==> src/rtl/sprite_renderer.sv <==
// sprite_renderer: turns sprite move pulses into a one-pixel-per-clock stream
// for a 160x120, 3-bit-colour VGA adapter. Each moved sprite has its last drawn
// footprint erased with the background colour, then its new footprint drawn.
// Optional build macro: SPRITE_RENDERER_CLEAR_EN -- when defined, load_level
// also starts a full-screen background clear (19200 pixels).
module sprite_renderer #(
    parameter logic [2:0] PLAYER_W      = 3'd3,
    parameter logic [2:0] PLAYER_COLOUR = 3'b010,
    parameter logic [2:0] BULLET_COLOUR = 3'b110,
    parameter logic [2:0] BG_COLOUR     = 3'b000
) (
    input  logic       clk,
    input  logic       resetn,
    input  logic       load_level,
    input  logic       player_move,
    input  logic [7:0] playerX,
    input  logic [6:0] playerY,
    input  logic       enemy_move,
    input  logic [7:0] enemyX,
    input  logic [6:0] enemyY,
    input  logic [2:0] enemy_width,
    input  logic [2:0] enemy_color,
    input  logic       bullet_move,
    input  logic [7:0] bulletX,
    input  logic [6:0] bulletY,
    output logic [7:0] x,
    output logic [6:0] y,
    output logic [2:0] colour,
    output logic       plot,
    output logic       busy
);
    localparam int         NSPR      = 3;
    localparam logic [1:0] ID_PLAYER = 2'd0;
    localparam logic [1:0] ID_ENEMY  = 2'd1;
    localparam logic [1:0] ID_BULLET = 2'd2;

    typedef enum logic [1:0] {S_IDLE, S_ERASE, S_DRAW, S_CLEAR} state_t;

    state_t     state_q;
    logic [2:0] pend_q;
    logic [2:0] pend_d;
    logic [2:0] move_vec;
    logic [2:0] accept;

    // Sprite chosen in IDLE and its live inputs
    logic [1:0] sel_id;
    logic [7:0] sel_x;
    logic [6:0] sel_y;
    logic [2:0] sel_size;
    logic [2:0] sel_colour;

    // Snapshot of the sprite being serviced
    logic [1:0] snap_id_q;
    logic [7:0] snap_x_q;
    logic [6:0] snap_y_q;
    logic [2:0] snap_size_q;
    logic [2:0] snap_colour_q;

    // Last drawn footprint per sprite
    logic [7:0]      shadow_x_q    [NSPR];
    logic [6:0]      shadow_y_q    [NSPR];
    logic [2:0]      shadow_size_q [NSPR];
    logic [NSPR-1:0] shadow_valid_q;

    logic [2:0] dx_q;
    logic [2:0] dy_q;

    logic [7:0] x_q;
    logic [6:0] y_q;
    logic [2:0] colour_q;
    logic       plot_q;

`ifdef SPRITE_RENDERER_CLEAR_EN
    logic [7:0] cx_q;
    logic [6:0] cy_q;
`endif

    // Current scan geometry and pixel address
    logic [7:0] scan_base_x;
    logic [6:0] scan_base_y;
    logic [2:0] scan_size;
    logic [8:0] pix_x;
    logic [7:0] pix_y;
    logic       pix_in;
    logic       dx_last;
    logic       dy_last;

    assign move_vec = {bullet_move, enemy_move, player_move};

    // Fixed-priority selection of a pending sprite while idle
    always_comb begin
        accept = 3'b000;
        sel_id = ID_PLAYER;
        if (state_q == S_IDLE && !load_level) begin
            if (pend_q[0]) begin
                accept = 3'b001;
                sel_id = ID_PLAYER;
            end else if (pend_q[1]) begin
                accept = 3'b010;
                sel_id = ID_ENEMY;
            end else if (pend_q[2]) begin
                accept = 3'b100;
                sel_id = ID_BULLET;
            end
        end
        case (sel_id)
            ID_ENEMY: begin
                sel_x      = enemyX;
                sel_y      = enemyY;
                sel_size   = enemy_width;
                sel_colour = enemy_color;
            end
            ID_BULLET: begin
                sel_x      = bulletX;
                sel_y      = bulletY;
                sel_size   = 3'd1;
                sel_colour = BULLET_COLOUR;
            end
            default: begin
                sel_x      = playerX;
                sel_y      = playerY;
                sel_size   = PLAYER_W;
                sel_colour = PLAYER_COLOUR;
            end
        endcase
    end

    // Erase scans the old footprint, draw scans the snapshot; widened sums catch off-screen pixels
    always_comb begin
        if (state_q == S_ERASE) begin
            scan_base_x = shadow_x_q[snap_id_q];
            scan_base_y = shadow_y_q[snap_id_q];
            scan_size   = shadow_size_q[snap_id_q];
        end else begin
            scan_base_x = snap_x_q;
            scan_base_y = snap_y_q;
            scan_size   = snap_size_q;
        end
        pix_x   = {1'b0, scan_base_x} + {6'd0, dx_q};
        pix_y   = {1'b0, scan_base_y} + {5'd0, dy_q};
        pix_in  = (pix_x < 9'd160) && (pix_y < 8'd120);
        dx_last = (dx_q == scan_size - 3'd1);
        dy_last = (dy_q == scan_size - 3'd1);
    end

    // A new pulse wins over acceptance, so a re-move during service is queued again
    genvar gi;
    generate
        for (gi = 0; gi < NSPR; gi++) begin : g_pend
            assign pend_d[gi] = load_level ? 1'b0
                              : ((pend_q[gi] & ~accept[gi]) | move_vec[gi]);
        end
    endgenerate

    // Pending move flags
    always_ff @(posedge clk or negedge resetn) begin
        if (!resetn) begin
            pend_q <= 3'b000;
        end else begin
            pend_q <= pend_d;
        end
    end

    // Main sequencer with registered pixel outputs
    always_ff @(posedge clk or negedge resetn) begin
        if (!resetn) begin
            state_q        <= S_IDLE;
            x_q            <= 8'd0;
            y_q            <= 7'd0;
            colour_q       <= 3'd0;
            plot_q         <= 1'b0;
            dx_q           <= 3'd0;
            dy_q           <= 3'd0;
            snap_id_q      <= ID_PLAYER;
            snap_x_q       <= 8'd0;
            snap_y_q       <= 7'd0;
            snap_size_q    <= 3'd0;
            snap_colour_q  <= 3'd0;
            shadow_valid_q <= '0;
            for (int i = 0; i < NSPR; i++) begin
                shadow_x_q[i]    <= 8'd0;
                shadow_y_q[i]    <= 7'd0;
                shadow_size_q[i] <= 3'd0;
            end
`ifdef SPRITE_RENDERER_CLEAR_EN
            cx_q <= 8'd0;
            cy_q <= 7'd0;
`endif
        end else if (load_level) begin
            shadow_valid_q <= '0;
            plot_q         <= 1'b0;
            dx_q           <= 3'd0;
            dy_q           <= 3'd0;
`ifdef SPRITE_RENDERER_CLEAR_EN
            state_q <= S_CLEAR;
            cx_q    <= 8'd0;
            cy_q    <= 7'd0;
`else
            state_q <= S_IDLE;
`endif
        end else begin
            case (state_q)
                S_IDLE: begin
                    plot_q <= 1'b0;
                    if (accept != 3'b000) begin
                        snap_id_q     <= sel_id;
                        snap_x_q      <= sel_x;
                        snap_y_q      <= sel_y;
                        snap_size_q   <= sel_size;
                        snap_colour_q <= sel_colour;
                        dx_q          <= 3'd0;
                        dy_q          <= 3'd0;
                        if (shadow_valid_q[sel_id] && shadow_size_q[sel_id] != 3'd0) begin
                            state_q <= S_ERASE;
                        end else if (sel_size != 3'd0) begin
                            state_q <= S_DRAW;
                        end else begin
                            // Nothing to erase or draw: just forget the sprite
                            shadow_valid_q[sel_id] <= 1'b0;
                        end
                    end
                end
                S_ERASE: begin
                    x_q      <= pix_x[7:0];
                    y_q      <= pix_y[6:0];
                    colour_q <= BG_COLOUR;
                    plot_q   <= pix_in;
                    if (dx_last) begin
                        dx_q <= 3'd0;
                        dy_q <= dy_q + 3'd1;
                    end else begin
                        dx_q <= dx_q + 3'd1;
                    end
                    if (dx_last && dy_last) begin
                        dx_q <= 3'd0;
                        dy_q <= 3'd0;
                        if (snap_size_q != 3'd0) begin
                            state_q <= S_DRAW;
                        end else begin
                            shadow_valid_q[snap_id_q] <= 1'b0;
                            state_q                   <= S_IDLE;
                        end
                    end
                end
                S_DRAW: begin
                    x_q      <= pix_x[7:0];
                    y_q      <= pix_y[6:0];
                    colour_q <= snap_colour_q;
                    plot_q   <= pix_in;
                    if (dx_last) begin
                        dx_q <= 3'd0;
                        dy_q <= dy_q + 3'd1;
                    end else begin
                        dx_q <= dx_q + 3'd1;
                    end
                    if (dx_last && dy_last) begin
                        dx_q                      <= 3'd0;
                        dy_q                      <= 3'd0;
                        shadow_x_q[snap_id_q]     <= snap_x_q;
                        shadow_y_q[snap_id_q]     <= snap_y_q;
                        shadow_size_q[snap_id_q]  <= snap_size_q;
                        shadow_valid_q[snap_id_q] <= 1'b1;
                        state_q                   <= S_IDLE;
                    end
                end
`ifdef SPRITE_RENDERER_CLEAR_EN
                S_CLEAR: begin
                    x_q      <= cx_q;
                    y_q      <= cy_q;
                    colour_q <= BG_COLOUR;
                    plot_q   <= 1'b1;
                    if (cx_q == 8'd159) begin
                        cx_q <= 8'd0;
                        if (cy_q == 7'd119) begin
                            cy_q    <= 7'd0;
                            state_q <= S_IDLE;
                        end else begin
                            cy_q <= cy_q + 7'd1;
                        end
                    end else begin
                        cx_q <= cx_q + 8'd1;
                    end
                end
`endif
                default: begin
                    plot_q  <= 1'b0;
                    state_q <= S_IDLE;
                end
            endcase
        end
    end

    assign x      = x_q;
    assign y      = y_q;
    assign colour = colour_q;
    assign plot   = plot_q;
    assign busy   = (state_q != S_IDLE);

endmodule

==> config.mk <==
export PLATFORM = sky130hd
export DESIGN_NAME = sprite_renderer
export DESIGN_NICKNAME = d
export VERILOG_FILES = /design/src/rtl/sprite_renderer.sv
export SDC_FILE = /design/constraint.sdc
export NUM_CORES = 1
export LEC_CHECK = 0
export BUFFER_PORTS_ARGS = -buffer_cell sky130_fd_sc_hd__buf_4
export CAP_MARGIN = 20
export CORE_UTILIZATION = 25
export CTS_CLUSTER_SIZE = 14
export DETAILED_ROUTE_END_ITERATION = 10
export MAX_ROUTING_LAYER = met4
export PLACE_DENSITY = 0.5
export SYNTH_ARGS = -nofsm -noshare
export SYNTH_HDL_FRONTEND = slang
export SYNTH_SLANG_ARGS = --single-unit
==> constraint.sdc <==
create_clock -name clk -period 4.4 [get_ports clk]
set_input_delay 0.66 -clock clk [delete_from_list [all_inputs] [get_ports clk]]
set_output_delay 0.66 -clock clk [all_outputs]
set_load 0.03 [all_outputs]
Word-level counts from Yosys, hierarchy flattened --
Index checks and enable logic that the tools add are counted.
Word-level totals: input bits 57, logic and storage cells 167, register bits 110
Cells by class: bitwise operators 17, mux-type cells 73, equal/unequal tests 14, reduce and logical (&&, ||, !) cells 26, add/subtract/negate cells 5, order comparisons 9
Operators by type and width (count):
- two-way mux 3 bit | 24
- two-way mux 8 bit | 4
- case mux 3 bit (2 select lines) | 5
- two-way mux 7 bit | 4
- bitwise mux 24 bit | 1
- two-way mux 2 bit | 11
- bitwise mux 21 bit | 1
- binary-select mux 8 bit (select 2 bit) | 1
- demux 8 bit (select 2 bit) | 1
- case mux 8 bit (2 select lines) | 1
- nonzero test 3 bit | 5
- binary-select mux 7 bit (select 2 bit) | 1
- demux 7 bit (select 2 bit) | 1
- case mux 7 bit (2 select lines) | 1
- binary-select mux 3 bit (select 2 bit) | 2
- != test 3 bit, second input constant | 4
- adder 8 x 3 -> 9 bit | 1
- bitwise mux 9 bit | 1
- < comparator 9 x 8 -> 1 bit, second input constant | 1
- case mux 3 bit (3 select lines) | 1
- AND reduction 3 bit | 3
- adder 7 x 3 -> 8 bit | 1
- < comparator 8 x 7 -> 1 bit, second input constant | 1
- two-way mux 1 bit | 8
- 32 further kinds | 60

Longest topological paths before layout --
Gate-level depths: netlist of run 1.
depth after elaboration 15, gate-level depth with buffers 16, depth with buffers taken out 12

Worst setup path before layout of run 1 --
No wires, ideal clock.
kind reg-to-reg, start point reg state_q[1], end point reg shadow_size_q[8] (netlist name), buffers on the path 5, cell stages (with the launch flop) 15, data required time 4.275 ns, setup slack 0.572 ns, arrival time 3.703 ns, cells stage by stage dfrtp_1 > inv_1 > ha_1 > buf_6 > clkbuf_1 > clkbuf_1 > clkbuf_1 > o21ai_0 > ha_1 > nand3b_1 > a21o_1 > a211o_4 > nor4_4 > buf_6 > mux2_4
On the way: word-level cells in the longest chain between the ends 6, elaborated cells on any way between the ends 8
Ends and longest elaborated chain:
- start, declared | line 39 | state_t state_q;
- start signal, assigned | line 167 | state_q <= S_IDLE;
- start signal, assigned | line 199 | state_q <= S_IDLE;
- start signal, assigned | line 214 | state_q <= S_ERASE;
- == test 2 x 1 -> 1 bit | line 130 | if (state_q == S_ERASE) begin
- two-way mux 3 bit | line 130
- subtractor 3 x 1 -> 3 bit | line 142, 143
- == test 3 bit (on tied branches) | line 142, 143
- logical AND 1 bit | line 256 | if (dx_last && dy_last) begin
- AND reduction 3 bit (no source line) *
- end signal, assigned by index | line 261 | shadow_size_q[snap_id_q] <= snap_size_q;
- end, declared | line 62 | logic [2:0] shadow_size_q [NSPR];
Mark *: on every way between the ends. The rest lies on a longest branch, timed or not. A chain may end at the register's enable or synchronous reset.

Worst setup path in the final report of run 1 --
start point reg state_q[1], end point reg shadow_size_q[6] (netlist name)
Same word-level chain as after synthesis.

==> results.py, run 1 <==
metrics = {
    "yosys": {
        "ys_seq_area_frac": 0.460,
        "synth_most_common_cell": "dfrtp_1",
        "synthCells": 586,
        "yosysTopAreaCellShare": 0.460,
        "synth_async_sr_flop_share": 1.00,
        "netlist_area_um2": 5990,
        "syn_area_per_cell_um2": 10.2,
        "ys.flop_type": "dfrtp_1",
        "synth-seq-cells": 110,
        "synth-edff-count": 0,
        "synth_cell_types": 60,
        "synth_commonest_cells": "dfrtp_1 (110), nand2_1 (79), o21ai_0 (67)",
        "syn_nets": 660,
        "yosys.area.top_type": "dfrtp_1",
        "yosysWarnings": 0,
        "synth_area_leaders": "dfrtp_1 (46%), mux2_2 (9.4%), o21ai_0 (5.6%), nand2_1 (5.0%), ha_1 (3.1%)",
    },
    "grt": {
        "grt_pass1_wl_um": 24500,
        "grt_use_total": 0.131,
        "grt_pass1_vias": 4473,
        "antenna_found_initial": 0,
        "grt_max_degree": 59,
        "globalRouteOverflowTotal": 0,
    },
    "power_and_ir_drop": {
        "power_switching_mw": 1.66,
        "p_seq_frac": 0.400,
        "p_clk_frac": 0.210,
        "p_int_mw": 2.52,
        "switching_share": 0.396,
        "vdd_drop_max_v": 0.000192,
        "power_density_nw_per_um2": 578,
        "combPwrFrac": 0.390,
        "p_leak_nw": 3.31,
    },
    "cts": {
        "cts_made_buffers": 9,
        "post_cts_resized": 0,
        "clk_pin_slew_ns": 0.08,
        "h-tree-depth": 3,
        "cts_buffer_depth": 2,
        "root_buffer": "clkbuf_16",
        "clk_latency_ns": 0.36,
        "cts_setup_buffers": 0,
        "cts.sinks": 110,
        "postCtsHoldBufs": 0,
        "cts_tree": "built",
    },
    "timing": {
        "fin_crit_sh": 0.808,
        "slew_headroom": 0.487,
        "finalSetupTns_ns": 0,
        "fin_crit_ns": 3.55,
        "hold_viol": 0,
        "clock.fmax_mhz": 281,
        "slew_viol_final": 0,
        "worst_slew_pin_slew_ns": 0.750,
        "grt_setup_unrepaired": "false",
        "final.setup_skew_ns": 0.0113,
        "fin_ws_ns": 0.846,
        "finalSetupViolations": 0,
    },
    "detailed_routing": {
        "viasPerCell": 4.54,
        "routed_wl_um": 14400,
        "firstDrtPassIters": 4,
        "first_iter_violations": 237,
        "ant_nets": 0,
        "wl_per_cell_um": 14.7,
        "num_vias": 4451,
        "remaining_drc_errors": 0,
    },
    "die": {
        "pin_count": 77,
        "die-area_um2": 24600,
        "start_util": 0.255,
        "die_h_um": 157,
        "dieWidth_um": 157,
        "core_um2": 23500,
        "rows": 56,
    },
    "final_layout": {
        "area_delta_synth_final_pct": 20.9,
        "instances_no_fill": 981,
        "multiInputGateArea_um2": 3000,
        "fill_cells": 2451,
        "num_antenna_cells": 0,
        "drive_above_1_share": 0.267,
        "seq_area_um2": 2750,
        "layout.nets": 731,
        "final_core_util": 0.308,
    },
    "run_status": {
        "status": "finished, final reports clean",
    },
    "setup_path": {
        "slowest_stage": "ha_1",
        "crit_chain": "inv_1 > ha_1 > nand2b_4 > o211ai_1 > inv_1 > ha_1 > nand3b_1 > a21o_1 > a211o_4 > nor4_4 > buf_4 > mux2_2",
        "critPathTopFamily": "compound AO/OA/AOI/OAI gates",
        "critPathLaunchType": "flop",
        "setup.worst_path.end_class": "flop",
        "cpPeakStageDelay_ns": 0.53,
        "path_class": "flop to flop",
        "path_buf_inv": 3,
        "worstPathArrival_ns": 3.79,
        "worstPathRequired_ns": 4.64,
        "crit_fanout": 18,
    },
    "placed_design": {
        "dp_hpwl_um": 10600,
        "io_buffers": 76,
        "place_inst": 965,
        "dpl_worst_slack_ns": 0.862,
        "globalplace.congestion": 0.768,
    },
    "run": {
        "drv_cap": 0,
    },
    "min_path": {
        "hold_path.class": "input port to async pin",
    },
}
[cell families (layout without fill, tap and decap cells)]
family,after synthesis,count (layout),share of synthesized area
xor gates and xnor gates,13,13,0.0213
DFF,110,110,0.460
buffers and inverters,53,129,0.0397
muxes,77,77,0.148
and+or+nand+nor,156,156,0.126
AOI/OAI and AO/OA,160,160,0.168
adders and majority gates,17,17,0.0380
[final timing paths]
path	from	end	slack (ns)	depth (start not counted)
worst min-delay path	resetn	shadow_y_q[15]	0.37	1
min in group clk	colour[2]	colour[2]	0.47	2
worst min register to register	colour[2]	colour[2]	0.47	2
worst max register to register	state_q[1]	shadow_size_q[6]	0.85	12
worst max-delay path	state_q[1]	shadow_size_q[6]	0.85	12
max in group asynchronous	resetn	shadow_x_q[20]	3.15	2
[cell usage in the layout, fill, tap and decap left out, types with 3 or more instances in the layout]
cell,instances
a21o_1,7
a21oi_1,30
a221o_1,5
a22oi_1,16
buf_4,93
clkbuf_16,9
dfrtp_1,110
ha_1,15
inv_1,20
mux2_2,50
mux2_4,10
mux2i_1,17
nand2_1,79
nand2b_1,11
nand3_1,4
nand3b_1,4
nor2_1,30
nor2b_1,4
nor3_1,3
nor4_1,3
o21ai_0,67
o22ai_1,4
o2bb2ai_1,5
o311ai_0,3
o31ai_1,4
or3_1,3
xnor2_1,6
xor2_1,6
[final cells by class]
type,instances,share of cell area
Timing Repair Buffer,93,0.0965
Clock inverter,6,0.0119
Inverter,20,0.0104
Sequential cell,110,0.380
Clock buffer,10,0.0316
Tap cell,319,0.0552
Multi-Input combinational cell,423,0.414
[state kept, by name, summed over array words and instances, names as in the netlist]
name	cells
y	7
shadow_x_q	24
dx_q	3
snap_id_q	2
colour	3
shadow_size_q	9
dy_q	3
shadow_valid_q	3
plot	1
x	8
snap_size_q	3
state_q	2
pend_q	3
snap_colour_q	3
snap_y_q	7
snap_x_q	8
shadow_y_q	21
[metal layers]
metal / wire length [um] / vias up / global-route usage
met4: 197 / 0 / 0.0462
met2: 5740 / 99 / 0.176
met3: 469 / 12 / 0.0161
met1: 8040 / 2096 / 0.197
li1: - / 2244 / -
met5: 0 / - / -
[power by group through the flow]
stage	sequential [mW]	clock, mW	combinational, mW
after floorplan	1.68	0	1.10
final	1.67	0.876	1.63
after global placement	1.69	0	1.63
after detailed placement	1.70	0	1.65
after global routing	1.73	0.942	1.84
after CTS	1.68	0.906	1.65
[metrics by stage]
stage               total power [mW]  hold WS, ns  area (um2)
floorplan                       2.78        0.364        5990
global placement                3.32        0.459        6920
detailed placement              3.34        0.457        6920
CTS                             4.23        0.403        7240
global route                    4.52        0.434        7240
finish                          4.18        0.370        7240
(Power assumes the default switching activity.)
==> inputs of run 2 (changes only) <==
Settings changed: ABC_AREA set to 1, PLACE_DENSITY 0.5 to 0.51.
Clock period 4.4 ns to 3 ns, I/O delays scaled along.
==> results.py, run 2 <==
metrics = {
    "die": {
        "die_h_um": 158,
        "core_um2": 23600,
        "start_util": 0.256,
        "die-area_um2": 24800,
        "rows": 56,
        "pin_count": 77,
        "dieWidth_um": 158,
    },
    "timing": {
        "fin_crit_ns": 2.83,
        "slew_viol_final": 0,
        "final.setup_skew_ns": 0.00855,
        "finalSetupViolations": 0,
        "worst_slew_pin_slew_ns": 0.663,
        "fin_crit_sh": 0.944,
        "clock.fmax_mhz": 353,
        "slew_headroom": 0.555,
        "grt_setup_unrepaired": "true",
        "hold_viol": 0,
    },
    "yosys": {
        "yosysWarnings": 0,
        "synth_most_common_cell": "nand2_1",
        "synthCells": 739,
        "synth_cell_types": 41,
        "yosysTopAreaCellShare": 0.455,
        "syn_nets": 813,
        "syn_area_per_cell_um2": 8.19,
        "synth-seq-cells": 110,
        "yosys.area.top_type": "dfrtp_1",
        "netlist_area_um2": 6050,
        "synth-edff-count": 0,
        "synth_area_leaders": "dfrtp_1 (45%), nand2_1 (13%), o21ai_0 (5.2%), inv_1 (4.2%), a21oi_1 (4.1%)",
        "ys_seq_area_frac": 0.455,
        "synth_async_sr_flop_share": 1.00,
        "ys.flop_type": "dfrtp_1",
        "synth_commonest_cells": "nand2_1 (208), dfrtp_1 (110), inv_1 (67)",
    },
    "power_and_ir_drop": {
        "power_density_nw_per_um2": 814,
        "p_seq_frac": 0.373,
        "power.total_mw": 6.10,
        "switching_share": 0.427,
        "power_switching_mw": 2.60,
        "p_leak_nw": 3.47,
        "vdd_drop_max_v": 0.000306,
        "combPwrFrac": 0.426,
        "p_clk_frac": 0.200,
        "p_int_mw": 3.50,
    },
    "setup_path": {
        "path_class": "flop to flop",
        "setup.worst_path.end_class": "flop",
        "critPathLaunchType": "flop",
        "crit_fanout": 29,
        "worstPathArrival_ns": 3.09,
        "worstPathRequired_ns": 3.25,
    },
    "cts": {
        "postCtsHoldBufs": 0,
        "cts_buffer_depth": 2,
        "clk_latency_ns": 0.36,
        "cts_made_buffers": 9,
        "clk_pin_slew_ns": 0.08,
        "cts_tree": "built",
        "root_buffer": "clkbuf_16",
        "h-tree-depth": 3,
        "cts.sinks": 110,
    },
    "grt": {
        "grt_max_degree": 66,
        "antenna_found_initial": 0,
        "grt_pass1_wl_um": 26700,
        "globalRouteOverflowTotal": 0,
        "grt_pass1_vias": 4875,
        "grt_use_total": 0.144,
    },
    "placed_design": {
        "globalplace.congestion": 0.820,
        "place_area_um2": 7100,
        "dp_hpwl_um": 12100,
        "io_buffers": 76,
    },
    "final_layout": {
        "stdcell_area_um2": 7490,
        "drive_above_1_share": 0.220,
        "final_common_cell": "nand2_1",
        "largestRegisters": "shadow_x_q x24, shadow_y_q x21, shadow_size_q x9",
        "layout.nets": 904,
        "fill_cells": 2523,
        "area_delta_synth_final_pct": 23.8,
        "largest_register_ff_count": 24,
        "layout_common_cells": "nand2_1 (208), dfrtp_1 (110), buf_4 (105)",
        "num_antenna_cells": 0,
        "top_register": "shadow_x_q",
    },
    "detailed_routing": {
        "wl_met2_um": 6600,
        "firstDrtPassIters": 5,
        "wl_met3_um": 663,
        "wl_met1_um": 8950,
        "ant_nets": 0,
        "top_layer_used": "met4",
        "remaining_drc_errors": 0,
        "routed_wl_um": 16400,
        "viasPerCell": 4.42,
        "num_vias": 5106,
        "first_iter_violations": 303,
        "wl_per_cell_um": 14.2,
    },
    "run": {
        "drv_cap": 0,
    },
    "min_path": {
        "hold_path.class": "input port to async pin",
    },
    "run_status": {
        "status": "finished, final reports clean",
    },
}
run 2: cell types whose count changed after synthesis, moves of 8 or more:
cell      change
clkbuf_1     -10
a22oi_1      -12
mux2i_1      -17
nand2b_1     -11
nand2_1     +129
a21oi_1      +19
o21ai_1      +33
nand3_1      +26
mux2_4       -10
mux2_2       -50
inv_1        +47
o21ai_2      +26
nor2_1        +8
run 2: critical path, cell delays in order, from the launching register on:
cell	delay, ns
dfrtp_1	0.40
inv_1	0.12
ha_4	0.23
buf_12	0.19
nand2_1	0.07
a221oi_1	0.24
a21oi_1	0.10
ha_1	0.23
fa_1	0.40
nand2_1	0.10
nand2_1	0.05
nand2_1	0.08
inv_1	0.07
nand2_1	0.06
o21ai_0	0.12
nand2_1	0.08
nand2_1	0.05
nand2_1	0.07
nor2_1	0.04
run 2: final timing paths:
| kind | start | endpoint | slack [ns] | cells past startpoint |
|---|---|---|---|---|
| setup / recovery | state_q[1] | plot | 0.17 | 18 |
| hold / removal | resetn | colour[2] | 0.11 | 1 |
| setup reg to reg | state_q[1] | plot | 0.17 | 18 |
| hold reg to reg | y[0] | y[0] | 0.48 | 2 |
| max in group asynchronous | resetn | snap_x_q[6] | 2.12 | 2 |
| min in group clk | enemy_move | pend_q[1] | 0.30 | 3 |
run 2: power by group through the flow:
stage | sequential (mW) | clock (mW) | combinational, mW
floorplan | 2.38 | 0 | 1.56
global placement | 2.30 | 0 | 2.57
detailed placement | 2.30 | 0 | 2.58
CTS | 2.27 | 1.27 | 2.59
global route | 2.34 | 1.32 | 2.92
finish | 2.28 | 1.22 | 2.60
run 2: repair_timing:
action,4_1_cts,5_1_grt
setup endpoints to repair,0,28
gates resized for setup,0,8
setup buffers,0,8
run 2: routing by layer:
layer / global-route usage / up-vias
met5: - / -
met4: 0.0277 / 0
met3: 0.0290 / 11
met2: 0.194 / 104
met1: 0.217 / 2354
li1: - / 2637
run 2: layout make-up:
cell class              instances  area, um2  area share
repair inverters                1       7.51     0.00100
flip-flops and latches        110       2750       0.367
inverters                      70        267      0.0356
repair buffers                111        908       0.121
clock inverters                 5       52.6     0.00701
multi-input cells             527       2850       0.381
clock buffers                  11        253      0.0337
well taps                     319        399      0.0533
run 2: cells by family after synthesis:
kind of cell,Yosys count,synth area share
simple gates,308,0.231
compound gates,195,0.188
flops,110,0.455
buf+inv,102,0.0783
fa+ha+maj,17,0.0376
xor+xnor,7,0.0101
run 2: stage by stage:
| stage | cells | worst slack [ns] | hold WS, ns | util | setup TNS [ns] |
|---|---|---|---|---|---|
| 3_3_place_gp | 1129 | 0.106 | 0.463 | 0.301 | 0 |
| 5_1_grt | 1154 | -0.0891 | 0.144 | 0.317 | -0.326 |
| 2_1_floorplan | 739 | 0.0538 | 0.154 | - | 0 |
| 3_5_place_dp | 1129 | 0.0749 | 0.469 | 0.301 | 0 |
| 6_report | 1154 | 0.168 | 0.113 | 0.317 | 0 |
| 4_1_cts | 1145 | 0.0514 | 0.125 | 0.314 | 0 |
